File: config.mk
export PLATFORM = sky130hd
export DESIGN_NAME = adaptive_filter_mc
export DESIGN_NICKNAME = d
export VERILOG_FILES = /design/src/rtl/adaptive_filter_mc.sv
export SDC_FILE = /design/constraint.sdc
export NUM_CORES = 1
export LEC_CHECK = 0
export BUFFER_PORTS_ARGS = -buffer_cell sky130_fd_sc_hd__buf_2
export CORE_MARGIN = 1
export CORE_UTILIZATION = 40
export DETAILED_ROUTE_END_ITERATION = 10
export PLACE_DENSITY = 0.59
export SLEW_MARGIN = 20
export SYNTH_ARGS = -nofsm -noshare
export SYNTH_HDL_FRONTEND = slang
export SYNTH_SLANG_ARGS = --single-unit
File: constraint.sdc
create_clock -name clk -period 3.75 [get_ports clk]
set_input_delay 0.1875 -clock clk [delete_from_list [all_inputs] [get_ports clk]]
set_output_delay 0.1875 -clock clk [all_outputs]
set_load 0.05 [all_outputs]
File: src/rtl/adaptive_filter_mc.sv
// ---------------------------------------------------------------------------
// adaptive_filter_mc
//
// Multi-channel (TDM) first-order filter with a one-entry registered output
// stage. Each channel keeps one WORDLENGTH-bit state word. The active mode
// (ctrl_q) selects the operation:
//   0 differentiate   y = x - st          st <= x
//   1 integrate       y = st + x          st <= y
//   2 bypass          y = x               st <= x
//   3 leaky integrate y = st - (st>>>LEAK_SHIFT) + x, st <= y
// Results are saturated to the signed WORDLENGTH range. m_tsat flags a
// clipped result. A change on ctrl stalls input for one cycle and clears
// every channel's state.
//
// Ports
//   clk       in   rising-edge clock
//   srst_n    in   asynchronous active-low reset
//   ctrl      in   requested mode (2 bits)
//   s_tdata   in   input sample (signed, WORDLENGTH)
//   s_tid     in   input channel index
//   s_tvalid  in   input beat valid
//   s_tready  out  input beat accepted when s_tvalid && s_tready
//   m_tdata   out  filtered sample (signed, WORDLENGTH)
//   m_tid     out  channel of m_tdata
//   m_tsat    out  m_tdata was clipped
//   m_tvalid  out  output beat valid
//   m_tready  in   downstream accepts when m_tvalid && m_tready
//
// FRACTIONAL_LENGTH is a Q-format annotation only; no rescaling is applied.
// ---------------------------------------------------------------------------
module adaptive_filter_mc #(
    parameter int WORDLENGTH        = 14,
    parameter int FRACTIONAL_LENGTH = 6,
    parameter int CHANNELS          = 4,
    parameter int LEAK_SHIFT        = 4,
    parameter bit SIM_EN            = 1'b0,
    localparam int TW               = (CHANNELS > 1) ? $clog2(CHANNELS) : 1
) (
    input  logic                  clk,
    input  logic                  srst_n,
    input  logic [1:0]            ctrl,
    input  logic [WORDLENGTH-1:0] s_tdata,
    input  logic [TW-1:0]         s_tid,
    input  logic                  s_tvalid,
    output logic                  s_tready,
    output logic [WORDLENGTH-1:0] m_tdata,
    output logic [TW-1:0]         m_tid,
    output logic                  m_tsat,
    output logic                  m_tvalid,
    input  logic                  m_tready
);

    typedef enum logic [1:0] {
        MODE_DIFF   = 2'd0,
        MODE_INT    = 2'd1,
        MODE_BYPASS = 2'd2,
        MODE_LEAKY  = 2'd3
    } mode_e;

    localparam int XW = WORDLENGTH + 2;

    // Saturation bounds in the widened domain; ~MAX is exactly -2^(W-1).
    localparam logic signed [XW-1:0] SAT_MAX = XW'((2 ** (WORDLENGTH - 1)) - 1);
    localparam logic signed [XW-1:0] SAT_MIN = ~SAT_MAX;

    // Elaboration-time parameter sanity checks.
    if (FRACTIONAL_LENGTH < 0 || FRACTIONAL_LENGTH > WORDLENGTH) begin : g_bad_frac
        $error("adaptive_filter_mc: FRACTIONAL_LENGTH out of range");
    end
    if (LEAK_SHIFT < 1 || LEAK_SHIFT > WORDLENGTH - 1) begin : g_bad_leak
        $error("adaptive_filter_mc: LEAK_SHIFT out of range");
    end
    if (CHANNELS < 1) begin : g_bad_ch
        $error("adaptive_filter_mc: CHANNELS must be >= 1");
    end

    mode_e                         ctrl_q;
    logic signed [WORDLENGTH-1:0]  st [CHANNELS];

    logic                          mode_chg;
    logic                          accept;
    logic                          valid_id;
    logic [TW-1:0]                 rd_idx;

    logic signed [WORDLENGTH-1:0]  x_in;
    logic signed [WORDLENGTH-1:0]  st_cur;
    logic signed [XW-1:0]          x_ext;
    logic signed [XW-1:0]          st_ext;
    logic signed [XW-1:0]          leak_ext;
    logic signed [XW-1:0]          y_full;
    logic signed [XW-1:0]          y_sat;
    logic                          sat_hit;
    logic signed [WORDLENGTH-1:0]  st_next;

    // When the index space is exactly filled every s_tid is a real channel.
    if (CHANNELS == (1 << TW)) begin : g_id_full
        assign valid_id = 1'b1;
    end else begin : g_id_partial
        assign valid_id = ({1'b0, s_tid} < (TW + 1)'(CHANNELS));
    end

    assign mode_chg = (ctrl != ctrl_q);
    assign s_tready = srst_n && (!m_tvalid || m_tready) && !mode_chg;
    assign accept   = s_tvalid && s_tready;
    assign rd_idx   = valid_id ? s_tid : '0;
    assign x_in     = s_tdata;

    // Datapath: widen, apply the mode's equation, then clip. The state is
    // read straight from the register array, so a back-to-back beat on the
    // same channel always sees the value written on the previous edge.
    always_comb begin
        st_cur   = st[rd_idx];
        x_ext    = {{2{x_in[WORDLENGTH-1]}}, x_in};
        st_ext   = {{2{st_cur[WORDLENGTH-1]}}, st_cur};
        leak_ext = st_ext >>> LEAK_SHIFT;
        y_full   = '0;
        unique case (ctrl_q)
            MODE_DIFF:   y_full = x_ext - st_ext;
            MODE_INT:    y_full = st_ext + x_ext;
            MODE_BYPASS: y_full = x_ext;
            default:     y_full = st_ext - leak_ext + x_ext;
        endcase

        sat_hit = 1'b0;
        y_sat   = y_full;
        if (y_full > SAT_MAX) begin
            y_sat   = SAT_MAX;
            sat_hit = 1'b1;
        end else if (y_full < SAT_MIN) begin
            y_sat   = SAT_MIN;
            sat_hit = 1'b1;
        end

        // Differentiator and bypass remember the raw input, integrators
        // remember their (clipped) output.
        if (ctrl_q == MODE_DIFF || ctrl_q == MODE_BYPASS) begin
            st_next = x_in;
        end else begin
            st_next = y_sat[WORDLENGTH-1:0];
        end
    end

    // State, mode register and output stage. A mode change never coincides
    // with an accept (s_tready is low), so the output stage simply drains.
    // Beats for out-of-range channels are swallowed without output.
    always_ff @(posedge clk or negedge srst_n) begin
        if (!srst_n) begin
            ctrl_q   <= MODE_DIFF;
            m_tvalid <= 1'b0;
            m_tdata  <= '0;
            m_tid    <= '0;
            m_tsat   <= 1'b0;
            for (int i = 0; i < CHANNELS; i++) begin
                st[i] <= '0;
            end
        end else begin
            if (mode_chg) begin
                ctrl_q <= mode_e'(ctrl);
                for (int i = 0; i < CHANNELS; i++) begin
                    st[i] <= '0;
                end
            end else if (accept && valid_id) begin
                st[rd_idx] <= st_next;
            end

            if (accept && valid_id) begin
                m_tvalid <= 1'b1;
                m_tdata  <= y_sat[WORDLENGTH-1:0];
                m_tid    <= s_tid;
                m_tsat   <= sat_hit;
            end else if (m_tready) begin
                m_tvalid <= 1'b0;
            end
        end
    end

    if (SIM_EN) begin : g_sim_checks
        always_ff @(posedge clk) begin
            if (srst_n && accept && !valid_id) begin
                $error("adaptive_filter_mc: s_tid %0d >= CHANNELS %0d", s_tid, CHANNELS);
            end
        end
    end

endmodule
After elaboration in Yosys (flattened, before gate mapping)
Index checks and enable logic that the tools add are counted. W data, S select, Z words.

Bits in registers: 76. Latch bits: 0. Bits in writable memories: 0. Bits in read-only memories: 0. Bits of input ports: 22. Output and inout port bits: 19. Logic and storage cells: 48. Memories: 0.

Add/subtract/negate cells: 4. $mul: 0. Divide/modulo/power cells: 0. $lt $le $gt $ge: 4. Equal/unequal tests: 3. Shift-type cells: 0. Mux-type cells: 16. Bitwise operators: 1. Reduce and logical (&&, ||, !) cells: 11.

Operator list (number): $mux W56 (2); $mux W14 (6); $bwmux W56 (1); $pmux W16 S3 (1); $bmux W14 S2 (1); $demux W14 S2 (1); $add A15 B14 Y16 (1); $gt A16 B14 Y1 const B (1); $lt A16 B14 Y1 const B (1); $add A14 B14 Y15 (1); $sub A14 B10 Y15 (1); $sub A14 B14 Y15 (1); $logic_and A1 B1 Y1 (4); $mux W1 (4); $reduce_bool A2 Y1 (2); $ge A3 B3 Y1 const B (1); $lt A3 B1 Y1 const B (1); $not A2 Y3 (1); $eq A2 B1 Y1 const B (1); $eq A2 B2 Y1 const B (1); $logic_not A1 Y1 (2); $logic_not A2 Y1 (1); $logic_or A1 B1 Y1 (2); $ne A2 B2 Y1 (1).

Depth between registers and ports, before layout
Gate-level depths: netlist (run 1).

Depth in word-level cells: 14. Depth in mapped cells: 19. Mapped depth without buffers: 15.

Least setup slack after synthesis (run 1)
OpenSTA, ideal clock, no wires.

Path kind: in2reg. Start point: input s_tid[0]. End point: register st[16] in the netlist's numbering. Setup time: 0.090 ns. Data arrival time: 4.757 ns. Data required time: 3.660 ns. Setup slack: -1.097 ns. Cell stages on the path: 16. Buffers on the path: 3. Cell sequence: clkbuf_1 > buf_1 > mux4_2 > inv_1 > fa_1 > fa_1 > a211o_1 > nand4_1 > nand2_1 > a221oi_2 > mux2i_1 > nor4_4 > nor2_2 > or3_1 > buf_2 > o221ai_1.

Cells in the longest elaborated chain, start to end: 14. Elaborated cells between the ends (all ways): 22. Classes of those cells: add/sub (4); order compare (4); mux (12); bitwise (1); reduce/logical (1).

Ends and longest elaborated chain: start: declaration (RTL line 43) `input logic [TW-1:0] s_tid,`; $not A2 Y3 (not written as such) (*) (RTL line 112, 163); $bmux W14 S2 (RTL line 112) `st_cur = st[rd_idx];`; $mux W14 (not written as such) (2 in a row) (RTL line 112); $sub A14 B10 Y15 (RTL line 121) `default: y_full = st_ext - leak_ext + x_ext;`; $add A15 B14 Y16 (RTL line 121); $pmux W16 S3 (RTL line 117) `unique case (ctrl_q)`; $lt A16 B14 Y1 (RTL line 129) `end else if (y_full < SAT_MIN) begin`; $mux W14 (RTL line 129); $mux W14 (RTL line 126) `if (y_full > SAT_MAX) begin`; $mux W14 (RTL line 136) `if (ctrl_q == MODE_DIFF || ctrl_q == MODE_BYPASS) begin`; $bwmux W56 (*) (RTL line 163) `st[rd_idx] <= st_next;`; $mux W56 (*) (RTL line 162) `end else if (accept && valid_id) begin`; $mux W56 (*) (RTL line 157) `if (mode_chg) begin`; end signal: indexed assignment (RTL line 163); end: declaration (RTL line 78) `logic signed [WORDLENGTH-1:0] st [CHANNELS];`.

Every way passes the cells marked *; elsewhere a longest branch is shown, timed or not. The select of a mux whose other input is x is not followed. A chain may end at the register's enable or synchronous reset.

Worst setup path in the final report (run 1)
Start point: register st[4] in the netlist's numbering. End point: register st[5] in the netlist's numbering.

Cells in the longest elaborated chain, start to end: 13. Elaborated cells between the ends (all ways): 16. Classes of those cells: add/sub (4); order compare (2); mux (10).

Ends and longest elaborated chain (RTL line): $bmux W14 S2 (*) (112); $mux W14 (not written as such) (*) (2 in a row) (112); $sub A14 B10 Y15 (121); $add A15 B14 Y16 (121); $pmux W16 S3 (*) (117); $lt A16 B14 Y1 (129); $mux W14 (129); $mux W14 (*) (126); $mux W14 (*) (136); $bwmux W56 (*) (163); $mux W56 (*) (162); $mux W56 (*) (157).

Marks and branches as above.

==> results of run 1 <==
[registers in the layout, summed over array words and instances, names as in the netlist]
signal	flops
st	56
m_tid	2
m_tsat	1
m_tvalid	1
ctrl_q	2
m_tdata	14
[timing repair]
action | CTS | global route
pin swaps | 28 | 11
hold buffers | 2 | 0
setup buffers | 16 | 5
resized for setup | 75 | 45
endpoints found under the hold margin | 2 | 0
setup endpoints to repair | 70 | 71
[metrics by stage]
stage	instances	hold slack, ps	area, sq um
3_3_place_gp	1122	320.3	8137
6_report	1160	97.22	9129
3_5_place_dp	1122	323.1	8137
4_1_cts	1155	114.1	8865
2_1_floorplan	761	-108.1	6714
5_1_grt	1160	162.0	9129
[power breakdown]
part           leakage [uW]  total, uW  internal, uW  switching (uW)
clock              0.000142        828           485             344
combinational       0.00294       1440           555             885
sequential          0.00101        940           895            44.6
[layout by cell type, fill, tap and decap left out, types with 9 or more instances in the layout]
cell / n
dfrtp_1: 76
ha_1: 42
nor2b_1: 11
inv_1: 53
nor2_1: 46
o31ai_1: 10
buf_6: 13
fa_1: 13
a31oi_1: 9
o221ai_2: 23
o21ai_1: 23
clkbuf_16: 9
buf_4: 166
a21oi_1: 39
nor3_1: 14
xnor2_1: 11
o21ai_0: 20
o21ai_2: 12
nand3_1: 58
nand2_1: 55
xor2_1: 11
mux4_2: 14
buf_2: 38
[metal layers]
layer / global-route usage / wire, microns / vias to the layer above
met5: 0 / 0 / -
met4: 0.1060 / 613 / 0
met3: 0.04500 / 1244 / 47
met2: 0.4671 / 11090 / 237
met1: 0.3643 / 9562 / 3336
li1: - / - / 3110
[final timing paths]
check,cells past startpoint,to,slack (ps)
max,15,st[5],-490
min,2,m_tid[1],100
max reg2reg,15,st[5],-490
min reg2reg,2,m_tdata[12],480
max in group asynchronous,2,st[33],3020
min in group clk,3,m_tvalid,110
[worst reg2reg max path: cells and delay by family, from the launching register on]
family	cells	cell delay (ps)
compound gates	4	1100
flops	1	380
buf+inv	2	190
fa+ha+maj	3	940
simple gates	4	600
mux	2	900
[final cells by class]
class | instances | share of cell area
Multi-Input combinational cell | 569 | 0.5230
Sequential cell | 76 | 0.2083
Timing Repair Buffer | 222 | 0.1822
Tap cell | 216 | 0.02961
Clock buffer | 11 | 0.02769
Inverter | 61 | 0.02536
Clock inverter | 5 | 0.003838
[cell families (layout without fill, tap and decap cells)]
logic type | Yosys count | count (layout) | synth area share
XOR/XNOR | 22 | 22 | 0.02960
adder cells (fa/ha/maj) | 65 | 65 | 0.1422
multiplexers | 15 | 15 | 0.04997
buffers and inverters | 116 | 299 | 0.07092
AND/OR/NAND/NOR | 240 | 240 | 0.1791
flip-flops | 76 | 76 | 0.2921
AO/OA/AOI/OAI | 227 | 227 | 0.2360
==> summary.md, run 1 <==
| Metric | Value |
|---|---|
| Status | `finished, violations left` |
| Failing checks | `setup timing` |
| Most used cell, CP | `ha_1` |
| CP delay by family, top | `compound AO/OA/AOI/OAI gates` |
| Die width | `129.6 microns` |
| Crit-path max cell delay | `540 ps` |
| Syn_nets | `848` |
| Final Util | `0.5747` |
| Top_reg_cell synth | `dfrtp_1` |
| Hpwl dp | `16940 microns` |
| Final Power | `3208 uW` |
| Worst slack, placed | `-904.0 ps` |
| Antenna viol nets, final | `0` |
| List of most frequent post-synthesis cells | `dfrtp_1, inv_1, nand3_1` |
| Syn avg cell area | `8.555 sq um` |
| Number of diodes | `0` |
| Final hold violations | `0` |
| Storage element area | `1902 sq um` |
| Row count | `46` |
| Seq/Total Area, Yosys | `0.2921` |
| Cell Area, Synth | `6510 sq um` |
| Post-synth top area cell | `dfrtp_1` |
| Cells after Synth | `761` |
| Worst ir drop on vdd | `0.2692 mV` |
| Critical path required time | `3950 ps` |
| Clk slew on worst S/H paths | `60 ps` |
| Initial core utilization | `0.4098` |
| Detailed Routing Iterations Pass 1 | `5` |
| Starting DRT DRC Count | `514` |
| Final-stage net count | `1026` |
| Final wirelength | `22510 microns` |
| # port buffers | `40` |
| Max FO, Critical Path | `7` |
| Worst Skew | `11.46 ps` |
| Relative slew slack | `0.3631` |
| Max-slew violation total from the final report | `0` |
| Die Ht | `129.6 microns` |
| Final worst path period share | `1.132` |
| Netlist cell types | `62` |
| Number of global-route vias before repair | `6736` |
| Slowest stage cell, crit path | `mux4_2` |
| Layout cell share with drive strength beyond 1 | `0.3909` |
| Drc violations | `0` |
| Critical Path Start | `st[4]` |
| Minimum clock period | `4244 ps` |
| I/O Pins | `41` |
| Sink Count | `76` |
| Largest net degree at the start of global routing | `77` |
| Die area | `16790 sq um` |
| First-pass GRT wire length | `35880 microns` |
| Via-to-Cell Ratio | `5.802` |
| Yosys Warn Count | `0` |
| Critical path launch point type | `flop` |
| RSZ-0062 raised after global routing | `true` |
| H-tree depth | `3` |
| Worst Path Arrival | `4440 ps` |
| Latest clock arrival within the worst-skew pair | `350 ps` |
| Worst setup EP type | `flop` |
| Bufs and invs on worst path | `2` |
| Share of the synthesized area in the top cell type | `0.2921` |
| PwrDens | `351.4 nW/um^2` |
| CTS tree | `done` |
| CP Cell Sequence | `mux4_2 > ha_1 > inv_1 > ha_1 > fa_2 > a211o_1 > nand4_1 > nand2_2 > a221oi_4 > mux2i_4 > nor4_4 > buf_6 > or2_4 > a211oi_4 > o31ai_2` |
| Setup TNS | `-28420 ps` |
| Fill count | `1416` |
| Fmax | `235.6 MHz` |
| Hold Path Class | `in2async` |
| Core area | `15890 sq um` |
| Post-synth ARST share | `1.000` |
| Total gr overflow | `0` |
| Area of the multi-input gates | `4775 sq um` |
| Synth-to-Final Area Change | `40.23%` |
| Reg2reg start | `st[4]` |
| #FFs+latches synth | `76` |
| CP Class | `reg2reg` |
| Clock root buffer | `clkbuf_16` |
| Gpl congestion | `1.021` |
| Clock Tree Buf Depth | `2` |
| Most frequent cell after synthesis | `dfrtp_1` |
| LEAKAGE | `0.004098 uW` |
| Post-synth EDFFs | `0` |
| Top cells by area, synth | `dfrtp_1, ha_1, mux4_2` |
| CTS Buf Count | `9` |
| Worst-margin pin slew | `955.4 ps` |
| Gr usage total | `0.2798` |
| MaxCap Viol Count | `0` |
| Final setup vio count | `70` |
| Initial antenna violation count | `0` |
| Wire length per cell | `19.41 microns` |
| Final worst slack | `-493.7 ps` |
| Vias post-DR | `6730` |
Note: power is estimated with default switching activity, not from simulation.
==> run 2: changes to the inputs <==
Settings changed: CORE_MARGIN 1 to 2.
==> run 2 against run 1 <==
Setup slack better by 52 ps. The flow still finishes with violations (setup timing). Register-to-register slack better by 50 ps. Combinational power is 3% higher.
==> summary.md, run 2 (synthesis gave the netlist of run 1 again) <==
| Metric | Value |
|---|---|
| Final worst path period share | `1.118` |
| Commonest non-fill, non-tap cell in the layout | `buf_4` |
| Worst slack, placed | `-901.9 ps` |
| Metal3 WL | `1211 microns` |
| CTS Buf Count | `9` |
| Antenna viol nets, final | `0` |
| Final-stage net count | `1044` |
| Gr usage total | `0.2685` |
| # port buffers | `40` |
| Register with the most flip-flops | `st` |
| Final Power | `3302 uW` |
| Worst setup EP type | `flop` |
| Met1 wire length | `9903 microns` |
| Core area | `15890 sq um` |
| Die Ht | `131.6 microns` |
| Starting DRT DRC Count | `412` |
| Critical path required time | `3940 ps` |
| Pint | `2021 uW` |
| Largest net degree at the start of global routing | `77` |
| Final wirelength | `23190 microns` |
| MaxCap Viol Count | `0` |
| Number of global-route vias before repair | `6781` |
| Number of diodes | `0` |
| Latest clock arrival within the worst-skew pair | `340 ps` |
| CTS tree | `done` |
| LEAKAGE | `0.004221 uW` |
| Clk slew on worst S/H paths | `60 ps` |
| Initial antenna violation count | `0` |
| Clk pwr share | `0.262` |
| Gate power share | `0.452` |
| Vias post-DR | `6739` |
| PwrDens | `350.7 nW/um^2` |
| Max FO, Critical Path | `6` |
| Via-to-Cell Ratio | `5.721` |
| DR WL met2 | `11470 microns` |
| Gpl congestion | `0.9417` |
| Area of the multi-input gates | `4903 sq um` |
| NetSw | `1281 uW` |
| Max Used Layer | `met4` |
| Initial core utilization | `0.4098` |
| Most frequent cells in the layout | `buf_4, dfrtp_1, nand3_1` |
| Worst Skew | `10.19 ps` |
| Top Registers | `st (56), m_tdata (14)` |
| Detailed Routing Iterations Pass 1 | `5` |
| Max-slew violation total from the final report | `0` |
| Worst-margin pin slew | `971.9 ps` |
| Storage element area | `1902 sq um` |
| Cell Count Post-Placement | `1138` |
| Die width | `131.6 microns` |
| Final setup vio count | `66` |
| Synth-to-Final Area Change | `44.65%` |
| Post-Layout Cell Count | `1178` |
| Die area | `17310 sq um` |
| Failing checks | `setup timing` |
| Fill count | `1421` |
| Worst ir drop on vdd | `0.3809 mV` |
| Hpwl dp | `17660 microns` |
| Max FFs per register | `56` |
| Minimum clock period | `4192 ps` |
| Row count | `46` |
| Relative slew slack | `0.3520` |
| Wire length per cell | `19.68 microns` |
| Clock root buffer | `clkbuf_16` |
| Sw Ratio | `0.3878` |
| Seq pwr share | `0.286` |
| RSZ-0062 raised after global routing | `true` |
| CP Class | `reg2reg` |
| H-tree depth | `3` |
| Sink Count | `76` |
| Worst Path Arrival | `4380 ps` |
| Fmax | `238.5 MHz` |
| Drc violations | `0` |
| Layout cell share with drive strength beyond 1 | `0.4200` |
| Clock Tree Buf Depth | `2` |
| Critical path launch point type | `flop` |
| First-pass GRT wire length | `36710 microns` |
| Hold Path Class | `in2async` |
| Final worst slack | `-442.1 ps` |
| I/O Pins | `41` |
| Final hold violations | `0` |
| Total gr overflow | `0` |
| Status | `finished, violations left` |
## run 2: changes by cell type in the layout (fill, tap and decap cells not counted), moves of 3 or more
cell      before  now
buf_4        166  181
buf_6         13   16
ha_1          42   39
o21ai_1       23   11
o21ai_2       12   24
o221ai_2      23   19
## run 2: worst paths after layout
path,startpoint,endpoint,slack (ps),cells past startpoint
worst max-delay path,st[19],st[39],-440,16
worst min-delay path,srst_n,m_tid[0],110,2
worst max register to register,st[19],st[39],-440,16
worst min register to register,m_tid[1],m_tid[1],470,2
max in group asynchronous,srst_n,st[27],3000,2
min in group clk,m_tready,m_tvalid,120,3
## run 2: timing repair
action,CTS,global route
resized for setup,83,63
pin swaps,37,26
endpoints found under the setup margin,70,70
setup buffers,12,12
hold buffers,2,0
gates cloned,0,0
endpoints found under the hold margin,2,0
## run 2: power by group through the flow
stage | clock network (uW) | registers, uW | logic (uW)
3_5_place_dp | 0 | 958 | 1270
3_3_place_gp | 0 | 954 | 1260
4_1_cts | 880 | 943 | 1400
6_report | 866 | 943 | 1490
2_1_floorplan | 0 | 1180 | 558
5_1_grt | 918 | 950 | 1600
## run 2: critical path, stage by stage (launching register included)
cell and delay (ps):
dfrtp_1 380, mux4_2 560, inv_2 110, fa_2 490, fa_2 370, a211o_1 310
nand4_1 110, nand2_1 90, a221oi_2 280, mux2i_2 330, buf_4 160, nor2_2 50
o21a_1 200, buf_12 150, buf_12 130, a211oi_4 230, o31ai_1 100
## run 2: cell type report
type / count / share of cell area
Sequential cell: 76 / 0.2020
Clock buffer: 10 / 0.02538
Tap cell: 216 / 0.02870
Multi-Input combinational cell: 569 / 0.5207
Inverter: 61 / 0.02432
Clock inverter: 6 / 0.006777
Timing Repair Buffer: 240 / 0.1921
## run 2: routing by layer
| layer | up-vias | GRT usage |
|---|---|---|
| met5 | - | 0 |
| met2 | 217 | 0.4523 |
| li1 | 3151 | - |
| met1 | 3333 | 0.3575 |
| met3 | 38 | 0.03549 |
| met4 | 0 | 0.08756 |
## run 2: through the flow
| stage | setup TNS, ps | hold WS (ps) | utilization | instance area, sq um |
|---|---|---|---|---|
| after floorplan | -15970 | -108.1 | - | 6714 |
| after global placement | -49700 | 318.5 | 0.5198 | 8257 |
| after detailed placement | -52000 | 321.0 | 0.5198 | 8257 |
| after CTS | -22130 | 112.8 | 0.5698 | 9051 |
| after global routing | -32670 | 135.3 | 0.5928 | 9417 |
| final | -24250 | 110.4 | 0.5928 | 9417 |
